===== config.mk =====
export PLATFORM = sky130hd
export DESIGN_NAME = pwm_ramp_ctrl
export DESIGN_NICKNAME = d
export VERILOG_FILES = /design/src/rtl/pwm_ramp_ctrl.sv
export SDC_FILE = /design/constraint.sdc
export NUM_CORES = 1
export LEC_CHECK = 0
export BUFFER_PORTS_ARGS = -buffer_cell sky130_fd_sc_hd__buf_2
export CORE_MARGIN = 2
export CORE_UTILIZATION = 40
export DETAILED_ROUTE_END_ITERATION = 16
export HOLD_SLACK_MARGIN = 0.15
export PLACE_DENSITY_LB_ADDON = 0.2
export SLEW_MARGIN = 0
export SYNTH_ARGS = -nofsm -noshare
export SYNTH_HDL_FRONTEND = slang
export SYNTH_SLANG_ARGS = --single-unit

===== constraint.sdc =====
create_clock -name clk -period 5.71 [get_ports clk]
set_input_delay 0 -clock clk [delete_from_list [all_inputs] [get_ports clk]]
set_output_delay 0 -clock clk [all_outputs]
set_load 0.05 [all_outputs]

===== src/rtl/pwm_ramp_ctrl.sv =====
// Sequencing controller for a PWM generator: accepts period/duty requests, reloads the
// generator on a period change, then slews the duty toward its target in dwell-paced steps.
module pwm_ramp_ctrl #(
  parameter int DATA_WIDTH = 32,
  parameter int STEP_WIDTH = 16,
  parameter int RST_CYCLES = 2
) (
  input  logic                  clk,
  input  logic                  rst,
  input  logic                  cfgValid,
  output logic                  cfgReady,
  input  logic [DATA_WIDTH-1:0] cfgPeriod,
  input  logic [DATA_WIDTH-1:0] cfgTargetDuty,
  input  logic [STEP_WIDTH-1:0] cfgStep,
  input  logic [DATA_WIDTH-1:0] cfgDwell,
  input  logic                  abort,
  output logic                  pwmRstN,
  output logic [DATA_WIDTH-1:0] pwmPeriod,
  output logic [DATA_WIDTH-1:0] pwmDutyCycle,
  output logic                  busy,
  output logic                  done,
  output logic                  aborted,
  output logic                  cfgErr,
  output logic [1:0]            state_dbg
);

  // Handshake: a request transfers on a rising clk edge where cfgValid && cfgReady;
  // cfgReady depends only on registered state, so the requester may hold cfgValid freely.

  localparam int RCW = (RST_CYCLES > 1) ? $clog2(RST_CYCLES) : 1;

  typedef enum logic [1:0] {
    S_IDLE   = 2'd0,
    S_RELOAD = 2'd1,
    S_RAMP   = 2'd2
  } state_t;

  state_t                state, next_state;
  logic                  ready_en;
  logic [RCW-1:0]        rst_cnt;
  logic [DATA_WIDTH-1:0] dwell_cnt, dwell_q, tgt_q;
  logic [STEP_WIDTH-1:0] step_q;

  logic                  accept, cfg_bad, need_reload, dwell_hit;
  logic [DATA_WIDTH-1:0] cfg_dwell_eff, cfg_tgt, step_dw, dn_val, next_duty;
  logic [DATA_WIDTH:0]   step_ext, duty_ext, tgt_ext, up_sum, dn_floor;

  assign accept        = cfgValid & cfgReady;
  assign cfg_bad       = (cfgPeriod == '0);
  assign need_reload   = (cfgPeriod != pwmPeriod) | ~pwmRstN;
  assign cfg_dwell_eff = (cfgDwell == '0) ? DATA_WIDTH'(1) : cfgDwell;
  assign cfg_tgt       = (cfgTargetDuty > cfgPeriod) ? cfgPeriod : cfgTargetDuty;
  assign dwell_hit     = (dwell_cnt == DATA_WIDTH'(1));

  // Step arithmetic is one bit wider so duty+step can never wrap past the clamp.
  assign step_dw  = DATA_WIDTH'(step_q);
  assign step_ext = {1'b0, step_dw};
  assign duty_ext = {1'b0, pwmDutyCycle};
  assign tgt_ext  = {1'b0, tgt_q};
  assign up_sum   = duty_ext + step_ext;
  assign dn_floor = tgt_ext + step_ext;
  assign dn_val   = pwmDutyCycle - step_dw;

  always_comb begin
    next_duty = tgt_q;
    if (step_q != '0) begin
      if (pwmDutyCycle < tgt_q)
        next_duty = (up_sum >= tgt_ext) ? tgt_q : up_sum[DATA_WIDTH-1:0];
      else
        next_duty = (duty_ext >= dn_floor) ? dn_val : tgt_q;
    end
  end

  always_ff @(posedge clk) begin
    if (!rst) state <= S_IDLE;
    else      state <= next_state;
  end

  always_comb begin
    next_state = state;
    case (state)
      S_IDLE:
        if (accept && !cfg_bad) next_state = need_reload ? S_RELOAD : S_RAMP;
      S_RELOAD:
        if (abort)              next_state = S_IDLE;
        else if (rst_cnt == '0) next_state = S_RAMP;
      S_RAMP:
        if (abort)                                 next_state = S_IDLE;
        else if (pwmDutyCycle == tgt_q)            next_state = S_IDLE;
        else if (dwell_hit && next_duty == tgt_q)  next_state = S_IDLE;
      default: next_state = S_IDLE;
    endcase
  end

  always_comb begin
    cfgReady  = ready_en && (state == S_IDLE);
    busy      = (state != S_IDLE);
    state_dbg = state;
  end

  always_ff @(posedge clk) begin
    if (!rst) begin
      ready_en     <= 1'b0;
      pwmRstN      <= 1'b0;
      pwmPeriod    <= '0;
      pwmDutyCycle <= '0;
      done         <= 1'b0;
      aborted      <= 1'b0;
      cfgErr       <= 1'b0;
      rst_cnt      <= '0;
      dwell_cnt    <= '0;
      dwell_q      <= '0;
      tgt_q        <= '0;
      step_q       <= '0;
    end else begin
      ready_en <= 1'b1;
      done     <= 1'b0;
      aborted  <= 1'b0;
      cfgErr   <= 1'b0;
      case (state)
        S_IDLE:
          if (accept) begin
            if (cfg_bad) begin
              cfgErr <= 1'b1;
            end else begin
              tgt_q   <= cfg_tgt;
              step_q  <= cfgStep;
              dwell_q <= cfg_dwell_eff;
              if (need_reload) begin
                pwmPeriod    <= cfgPeriod;
                pwmDutyCycle <= '0;
                pwmRstN      <= 1'b0;
                rst_cnt      <= RCW'(RST_CYCLES - 1);
              end else begin
                dwell_cnt <= cfg_dwell_eff;
              end
            end
          end
        S_RELOAD:
          if (abort) begin
            pwmRstN <= 1'b1;
            aborted <= 1'b1;
          end else if (rst_cnt == '0) begin
            pwmRstN   <= 1'b1;
            dwell_cnt <= dwell_q;
          end else begin
            rst_cnt <= rst_cnt - 1'b1;
          end
        S_RAMP:
          if (abort) begin
            aborted <= 1'b1;
          end else if (pwmDutyCycle == tgt_q) begin
            done <= 1'b1;
          end else if (dwell_hit) begin
            pwmDutyCycle <= next_duty;
            dwell_cnt    <= dwell_q;
            if (next_duty == tgt_q) done <= 1'b1;
          end else begin
            dwell_cnt <= dwell_cnt - 1'b1;
          end
        default: ;
      endcase
    end
  end

endmodule


==> results.ini <==
[cts]
cts-buffers-inserted=17
clock-root-buffer=clkbuf_16
clk_pin_slew_ns=0.08
clock_sinks=184
cts_htree_levels=4
cts_buffer_depth=2
worst_skew_pair.late_latency_ns=0.49
cts_tree=yes

[global_routing]
grt_overflow=0
grt_util_all_layers_pct=34.8
grt_use_met3_pct=7.75
grt_busiest_layer=met2
first_global_vias=19300
grt_pass1_wl_um=117000
grt_max_degree=101
grt_use_met2_pct=53.6
antenna_found_initial=1
grtUsageMet1_pct=47.2

[run_status]
status=finished, violations left
violations=setup timing

[critical_path]
r2r_cells=29
path_max_fanout=6
worst-r2r-setup-slack_ns=-0.07
crit_path_start=step_q[1]
reg2reg_from=step_q[1]
cp_slowest_stage_delay_ns=0.36
crit_family=compound AO/OA/AOI/OAI gates
crit_top_cell=buf_6
crit_path_start_kind=flip-flop
crit_path_end=state_dbg[1]
path_depth=29
crit_buf_inv=8
critical_path_arrival_ns=6.20
r2r-end=state_dbg[1]
cp_slowest_cell=dfxtp_2
worst_ep_required_time_ns=6.13
setup.worst_path.class=flip-flop to flip-flop
cp-end-kind=flip-flop

[power]
cellLeakagePower_nw=10.0
p_per_area_mw_per_mm2=321
ir_worst_vdd_mv=0.265
power_mw=7.34

[synthesis]
yosys_warnings=0
synth.largest_area_cell=dfxtp_1
yosys-top-cells-area=dfxtp_1 22%, ha_1 13%, nand2_1 4.6%
seq_area_frac_synth_pct=21.6
synthesis.area_mm2=0.0171
yosysTopAreaCellShare_pct=21.6
syn_nets=2543
synth_edf_count=0
ys.flop_type=dfxtp_1
syn_inst=2242
synth_cell_types=82
synth-seq-cells=184
synth.avg_cell_area_um2=7.62
postSynth.asyncResetShare_pct=0

[sta]
tightest_slew_ns=1.26
fin_skew_ns=0.0203
finalHoldViolCount=0
tns_ns=-0.153
fin_crit_ns=5.78
relSlewSlack_pct=16.2
finalWorstSetupSlack_ns=-0.0722
rsz0062_at_grt=true
min_period_over_period_pct=101
fmax_mhz=173
slew_viol_final=0
hold_slack_ns=0.305
setup_viol=4

[cells_and_area]
drive_gt1_share_pct=23.1
syn_to_final_growth_pct=33.7
stdcell_area_mm2=0.0228
stdcell_count=3251
final_core_util_pct=54.3
nets=3000
diodes=0

[place]
dp_hpwl_um=59700
routabilityCongestion=1.06
preCtsSetupSlack_ns=-0.444
port-buffer-count=187
place_area_mm2=0.0200
dp_cells=3063

[die]
die_h_um=211
fp.dieW_um=211
core_area_mm2=0.0420
ios=188
initial_core_util_pct=40.6
die_area_mm2=0.0444
fp-row-count=75

[route]
wl_um=78300
viasPerCell=6.11
wire_per_inst_um=24.1
drtAntennaViolNets=0
drt_iter0_drc=2055
dr.pass1.iters=8
vias=19900
drc_errors=0

[min_path]
hold_class=input pin to flip-flop

[job]
cap_violations=0

==> cell usage in the layout, fill, tap and decap left out, drive strengths merged, types with 46 or more instances in the layout <==
cell type / instances
ha: 182
dfxtp: 184
nor3: 112
xor2: 70
nor2: 131
a21boi: 58
a21oi: 148
xnor2: 83
nor4: 52
nor2b: 93
inv: 131
o21ai: 114
dlygate4sd3: 121
nand2: 209
nand4: 51
nand3: 46
buf: 451
==> power by group <==
| group | internal, mW | switching [mW] | total [mW] |
|---|---|---|---|
| sequential | 1.45 | 0.219 | 1.67 |
| clock | 0.723 | 0.631 | 1.35 |
| combinational | 1.64 | 2.68 | 4.32 |
==> how the worst min path moves through the flow <==
stage,start,to,slack (ns),cells past startpoint
after floorplan,rst,ready_en,0.03,0
after global placement,cfgStep[6],step_q[6],0.27,3
after detailed placement,cfgStep[7],step_q[7],0.27,3
after CTS,abort,done,0.29,3
after global routing,abort,done,0.31,3
final,abort,done,0.31,3
==> cell usage after synthesis, drive strengths merged, types with 18 or more instances <==
library cell    n
a211oi         21
a21boi         58
a21o           23
a21oi         148
a221oi         41
a311oi         36
and2           27
clkbuf        120
dfxtp         184
ha            182
inv           125
mux2i          37
nand2         209
nand2b         27
nand3          46
nand4          51
nor2          131
nor2b          93
nor3          112
nor4           52
o21ai         114
o221ai         18
o22ai          20
xnor2          83
xor2           70
==> worst reg2reg max path: cells and delay by family, from the launching register on <==
| kind | cells | cell delay [ns] |
|---|---|---|
| AOI/OAI and AO/OA | 12 | 2.83 |
| xor gates and xnor gates | 1 | 0.21 |
| adders and majority gates | 2 | 0.55 |
| buffers and inverters | 8 | 1.01 |
| DFF | 1 | 0.36 |
| muxes | 1 | 0.20 |
| and+or+nand+nor | 5 | 0.56 |
==> registers in the layout (all words and copies together), names as in the netlist <==
| signal | cells |
|---|---|
| aborted | 1 |
| cfgErr | 1 |
| done | 1 |
| dwell_cnt | 32 |
| dwell_q | 32 |
| pwmDutyCycle | 32 |
| pwmPeriod | 32 |
| pwmRstN | 1 |
| ready_en | 1 |
| rst_cnt | 1 |
| state_dbg | 2 |
| step_q | 16 |
| tgt_q | 32 |
==> cell type report <==
type / count / area, um2
well taps: 539 / 674
multi-input cells: 1798 / 13100
inverters: 125 / 472
flip-flops and latches: 184 / 3710
fillers: 4032 / 19200
clock inverters: 14 / 208
repair buffers: 573 / 4240
clock buffers: 18 / 439
==> routing by layer <==
metal  vias to the layer above  wire length [um]
met1                      9585             33900
met3                       179              7330
li1                       9133                 -
met4                         0              3030
met2                       961             34000
met5                         -                 0
==> cell families after synthesis <==
| logic type | share of synthesized area, % |
|---|---|
| AO/OA/AOI/OAI | 25.3 |
| flip-flops | 21.6 |
| XOR/XNOR | 7.85 |
| AND/OR/NAND/NOR | 23.5 |
| adder cells (fa/ha/maj) | 13.7 |
| multiplexers | 2.23 |
| buffers and inverters | 5.85 |
==> timing repair <==
| action | in CTS | in global routing |
|---|---|---|
| pin swaps | 43 | 46 |
| setup buffers | 17 | 21 |
| cloned | 1 | 0 |
| endpoints found under the hold margin | 152 | 0 |
| resized for setup | 70 | 88 |
| hold buffers | 121 | 0 |
| setup endpoints to repair | 10 | 14 |
No activity file was read; power rests on OpenSTA's default activity.
